[config.mk]
export PLATFORM = sky130hd
export DESIGN_NAME = fifo_wr_arbiter
export DESIGN_NICKNAME = d
export VERILOG_FILES = /design/src/rtl/fifo_wr_arbiter.sv
export SDC_FILE = /design/constraint.sdc
export NUM_CORES = 1
export LEC_CHECK = 0
export ABC_AREA = 1
export CAP_MARGIN = 40
export CORE_AREA = 2 2 135 137
export CTS_BUF_LIST = sky130_fd_sc_hd__clkbuf_8
export DETAILED_ROUTE_END_ITERATION = 16
export DIE_AREA = 0 0 137 139
export PLACE_DENSITY = 0.78
export SLEW_MARGIN = 10
export SYNTH_ARGS = -nofsm -noshare
export SYNTH_HDL_FRONTEND = slang
export SYNTH_SLANG_ARGS = --single-unit
[constraint.sdc]
create_clock -name clk -period 7.6 [get_ports clk]
set_clock_uncertainty 0.05 [all_clocks]
set_input_delay 2.28 -clock clk [delete_from_list [all_inputs] [get_ports clk]]
set_output_delay 2.28 -clock clk [all_outputs]
set_load 0.03 [all_outputs]
[src/rtl/fifo_wr_arbiter.sv]
// Round-robin burst arbiter sharing one FIFO write port, with a local occupancy credit count.
// Define FIFO_ARB_MAXBURST_EN to release ownership after MAX_BURST transfers.
module fifo_wr_arbiter #(
  parameter int NUM_REQ    = 4,
  parameter int DATA_WIDTH = 64,
  parameter int FIFO_DEPTH = 8,
  parameter int MAX_BURST  = 4
) (
  input  logic                          clk,
  input  logic                          reset,
  input  logic [NUM_REQ-1:0]            req,
  input  logic [NUM_REQ-1:0]            req_last,
  input  logic [NUM_REQ*DATA_WIDTH-1:0] req_data,
  output logic [NUM_REQ-1:0]            gnt,
  input  logic                          fifo_full,
  input  logic                          fifo_pop,
  output logic                          fifo_wr,
  output logic [DATA_WIDTH-1:0]         fifo_din,
  output logic [$clog2(FIFO_DEPTH):0]   occupancy,
  output logic [$clog2(NUM_REQ)-1:0]    owner,
  output logic                          busy
);

  localparam int OCC_W = $clog2(FIFO_DEPTH) + 1;
  localparam int OWN_W = $clog2(NUM_REQ);
  localparam logic [OCC_W-1:0] DEPTH_C = OCC_W'(FIFO_DEPTH);

  if (NUM_REQ < 2 || NUM_REQ > 8 || MAX_BURST < 1) begin : g_param_check
    $error("fifo_wr_arbiter: NUM_REQ must be 2..8 and MAX_BURST >= 1");
  end

  typedef enum logic {IDLE, OWN} state_e;

  state_e                  state_q;
  logic [OWN_W-1:0]        owner_q;
  logic [OWN_W-1:0]        rr_q;
  logic [OCC_W-1:0]        occ_q;
  logic [OCC_W-1:0]        occ_d;
  logic                    wr_q;
  logic [DATA_WIDTH-1:0]   din_q;
  logic                    busy_q;

  logic [OWN_W-1:0]        winner_d;
  logic [OWN_W-1:0]        cand_d;
  logic                    found_d;
  logic [DATA_WIDTH-1:0]   sel_data;
  logic                    sel_req;
  logic                    sel_last;
  logic                    accept;
  logic                    pop_ok;
  logic                    burst_done;

`ifdef FIFO_ARB_MAXBURST_EN
  localparam int BST_W = $clog2(MAX_BURST) + 1;
  logic [BST_W-1:0] burst_q;
  assign burst_done = (burst_q == BST_W'(MAX_BURST - 1));
`else
  assign burst_done = 1'b0;
`endif

  always_comb begin
    sel_data = '0;
    sel_req  = 1'b0;
    sel_last = 1'b0;
    for (int unsigned i = 0; i < NUM_REQ; i++) begin
      if (owner_q == OWN_W'(i)) begin
        sel_data = req_data[i*DATA_WIDTH +: DATA_WIDTH];
        sel_req  = req[OWN_W'(i)];
        sel_last = req_last[OWN_W'(i)];
      end
    end
  end

  // Search starts just after the last owner so every requester gets a turn.
  always_comb begin
    winner_d = rr_q;
    cand_d   = '0;
    found_d  = 1'b0;
    for (int unsigned k = 1; k <= NUM_REQ; k++) begin
      cand_d = OWN_W'((32'(rr_q) + k) % NUM_REQ);
      if (!found_d && req[cand_d]) begin
        winner_d = cand_d;
        found_d  = 1'b1;
      end
    end
  end

  always_comb begin
    gnt = '0;
    if (state_q == OWN) begin
      gnt[owner_q] = sel_req && !fifo_full && (occ_q < DEPTH_C);
    end
  end

  assign accept = |gnt;

  always_comb begin
    pop_ok = fifo_pop && (occ_q != '0);
    occ_d  = occ_q;
    if (accept && !pop_ok) begin
      occ_d = occ_q + OCC_W'(1);
    end else if (!accept && pop_ok) begin
      occ_d = occ_q - OCC_W'(1);
    end
  end

  always_ff @(posedge clk or posedge reset) begin
    if (reset) begin
      state_q <= IDLE;
      owner_q <= '0;
      rr_q    <= OWN_W'(NUM_REQ - 1);
      wr_q    <= 1'b0;
      din_q   <= '0;
      occ_q   <= '0;
      busy_q  <= 1'b0;
`ifdef FIFO_ARB_MAXBURST_EN
      burst_q <= '0;
`endif
    end else begin
      occ_q <= occ_d;
      wr_q  <= accept;
      if (accept) begin
        din_q <= sel_data;
      end
      case (state_q)
        IDLE: begin
          if (|req) begin
            state_q <= OWN;
            owner_q <= winner_d;
            busy_q  <= 1'b1;
`ifdef FIFO_ARB_MAXBURST_EN
            burst_q <= '0;
`endif
          end
        end
        OWN: begin
          // A dropped req aborts; backpressure with req high keeps ownership.
          if (!sel_req || (accept && (sel_last || burst_done))) begin
            state_q <= IDLE;
            rr_q    <= owner_q;
            busy_q  <= 1'b0;
          end
`ifdef FIFO_ARB_MAXBURST_EN
          if (accept) begin
            burst_q <= burst_q + BST_W'(1);
          end
`endif
        end
        default: state_q <= IDLE;
      endcase
    end
  end

  assign fifo_wr   = wr_q;
  assign fifo_din  = din_q;
  assign occupancy = occ_q;
  assign owner     = owner_q;
  assign busy      = busy_q;

endmodule

==> metrics.md <==
| Metric | Value |
|---|---|
| Hold-fix buffers, CTS | 0 |
| Syn_nets | 940 |
| CP startpoint kind | primary input |
| Root Driver | clkbuf_8 |
| Drt pass-1 iters | 5 |
| Hold Vio Cnt, Final | 0 |
| Max FO, Critical Path | 6 |
| I/O pin count | 344 |
| Avg WL per Cell | 15.4 um |
| Post-synthesis adder-cell area fraction | 1.20% |
| Final Net Count | 1253 |
| Clock Latency Late Sink | 0.36 ns |
| Yosys warns | 0 |
| Commonest non-fill, non-tap cell in the layout | clkdlybuf4s50_1 |
| Starting Density | 27.1% |
| Slew @ Worst Pin | 0.844 ns |
| Filler cell count | 1774 |
| Multiplexer share of the synthesized area | 0% |
| Sink Count | 75 |
| Die Y | 139 um |
| CP Class | in2out |
| Placer congestion estimate | 0.921 |
| Yosys cell types | 33 |
| WP data required | 5.27 ns |
| Initial DRC count | 269 |
| Hold Startpoint | busy$_DFFE_PP0P_ |
| Vias in the first global route | 5683 |
| Outcome | completed |
| Post-Synth XOR/XNOR Area | 0.732% |
| CTS tree | done |
| RSZ-0062 raised after global routing | no |
| Sum of negative setup slack | 0 ns |
| Complex-gate fraction of the synthesized area | 16.2% |
| Via density | 4.75 |
| Hold Crit Class | reg2reg |
| CTS buffer count | 9 |
| Tcrit/Tclk final | 84.6% |
| Reg clk slew, reported paths | 0.09 ns |
| Total grt overflow | 0 |
| Full die area | 19000 sq um |
| Placement Rows | 49 |
| Synth Instances | 668 |
| Commonest cells after routing, fill and taps aside | clkdlybuf4s50_1, nand2_1, nand3_1, dfrtp_1, a21oi_1 |
| Pwr Total | 3.04 mW |
| Initial antenna violation count | 0 |
| Slew HR | 43.7% |
| Combinational family with the most area after synthesis | simple AND/OR/NAND/NOR gates |
| Post-synthesis register bit count | 75 |
| CORE AREA | 17700 sq um |
| Setup crit start | req[1] |
| Critical path arrival | 4.10 ns |
| Multi-input logic area | 2510 sq um |
| P_leak | 3.59 nW |
| Register area | 1880 sq um |
| Power per cell area | 358 nW/um^2 |
| DRC viols | 0 |
| Vias | 5773 |
| Maxcap violations | 0 |
| Post-DP HPWL | 14100 um |
| Slew Viols, Final | 0 |
| Pin count of the biggest net entering global routing | 74 |
| CP endpoint kind | primary output |
| Chip Width | 137 um |
| ANT cells | 0 |
| Util after Layout | 48.1% |
| Period minus WS final | 6.43 ns |
| Simple-gate portion of the synthesized area | 34.3% |
| First-pass GRT wire length | 28400 um |
| Clock Tree Buf Depth | 2 |
| FMAX | 155 MHz |
| Postcts setup bufs | 0 |
| RR Startpoint | owner[1]$_DFFE_PP0P_ |
| Avg Cell Area, Syn | 7.17 sq um |
| Worst VDD drop | 0.000263 V |
| WHS | 0.441 ns |
| Syn-to-layout area delta | 77.3% |
| Post-synthesis sequential area ratio | 39.2% |
| Layout cells sized above 1 | 6.29% |
| Cts repair resizes | 0 |
| Setup-failing EPs final | 0 |
| Detailed Route WL | 18700 um |
| H-tree depth | 3 |
| Post-route ant nets | 0 |
| Synthesized cell area | 4790 sq um |
| Total track usage | 18.9% |
| Number of port buffers | 343 |
[sequential cells by signal, summed over array words and instances, names as in the netlist]
name and cells:
busy 1, fifo_din 64, rr_q 2, fifo_wr 1
state_q 1, owner 2, occupancy 4
[area by class of cell]
type,count,area share (%)
repair buffers,352,41.4
multi-input cells,525,29.6
flip-flops and latches,75,22.2
well taps,229,3.38
clock buffers,10,1.62
clock inverters,6,1.05
inverters,18,0.811
[through the flow]
stage | setup slack [ns] | std cells | instance area (sq um)
after floorplan | 1.97 | 668 | 4790
after detailed placement | 1.18 | 1199 | 8260
after global placement | 1.21 | 1198 | 8240
after global routing | 1.05 | 1215 | 8490
after CTS | 1.18 | 1215 | 8490
final | 1.17 | 1215 | 8490
[synthesized netlist by cell type]
cell type | instances | area, sq um
or2_0 | 1 | 6.26
dfrtp_1 | 73 | 1830
nor3_2 | 2 | 20.0
nor2_1 | 7 | 26.3
nand3_1 | 131 | 656
o41ai_1 | 1 | 8.76
clkbuf_2 | 6 | 30.0
nor2_4 | 1 | 11.3
nand4_1 | 2 | 12.5
o21ai_2 | 11 | 96.3
dfstp_2 | 2 | 52.6
buf_4 | 7 | 52.6
a21oi_1 | 67 | 335
buf_6 | 8 | 90.1
nand2_2 | 12 | 75.1
nand2_1 | 213 | 800
fa_1 | 1 | 20.0
inv_1 | 14 | 52.6
nand2_4 | 1 | 11.3
o21ai_0 | 11 | 55.1
nand3_2 | 1 | 10.0
xnor2_1 | 2 | 17.5
nor3_4 | 1 | 16.3
clkbuf_1 | 3 | 11.3
ha_1 | 3 | 37.5
xor2_1 | 2 | 17.5
o21ai_1 | 53 | 265
buf_12 | 1 | 20.0
buf_1 | 1 | 3.75
buf_2 | 24 | 120
a21o_1 | 1 | 7.51
inv_2 | 4 | 15.0
a221oi_1 | 1 | 8.76
[logic make-up after synthesis]
kind of cell             after synthesis
XOR/XNOR                               4
flip-flops                            75
adder cells (fa/ha/maj)                4
buffers and inverters                 68
AO/OA/AOI/OAI                        145
AND/OR/NAND/NOR                      372
[routing by layer]
metal	vias to the layer above	part of all wire [%]	GRT usage, %
met5	-	0	0
met4	0	3.1	8.25
met3	41	9.7	5.12
met2	274	48	32.7
met1	2588	39	21.6
li1	2870	-	-
[power breakdown]
part           internal (mW)  switching, mW
Sequential             0.579          0.125
Clock                  0.194          0.158
Combinational          0.758           1.23
[worst paths after layout]
path | depth (start not counted) | slack [ns] | end
max in group asynchronous | 4 | 4.54 | rr_q[1]$_DFFE_PP1P_
worst max register to register | 16 | 3.71 | occupancy[3]$_DFFE_PP0P_
worst min register to register | 2 | 0.44 | busy$_DFFE_PP0P_
worst min-delay path | 2 | 0.44 | busy$_DFFE_PP0P_
worst max-delay path | 8 | 1.17 | gnt[0]
min in group asynchronous | 3 | 2.30 | fifo_din[24]$_DFFE_PP0P_
[critical path, stage by stage]
cell and delay [ns]:
clkdlybuf4s50_1 0.55, nand2_1 0.08, nand2_1 0.10, nand3_2 0.07, nand2_2 0.11, nand2_4 0.10
nor3_2 0.11, clkdlybuf4s50_1 0.69
Power figures use the tool's default switching activity.
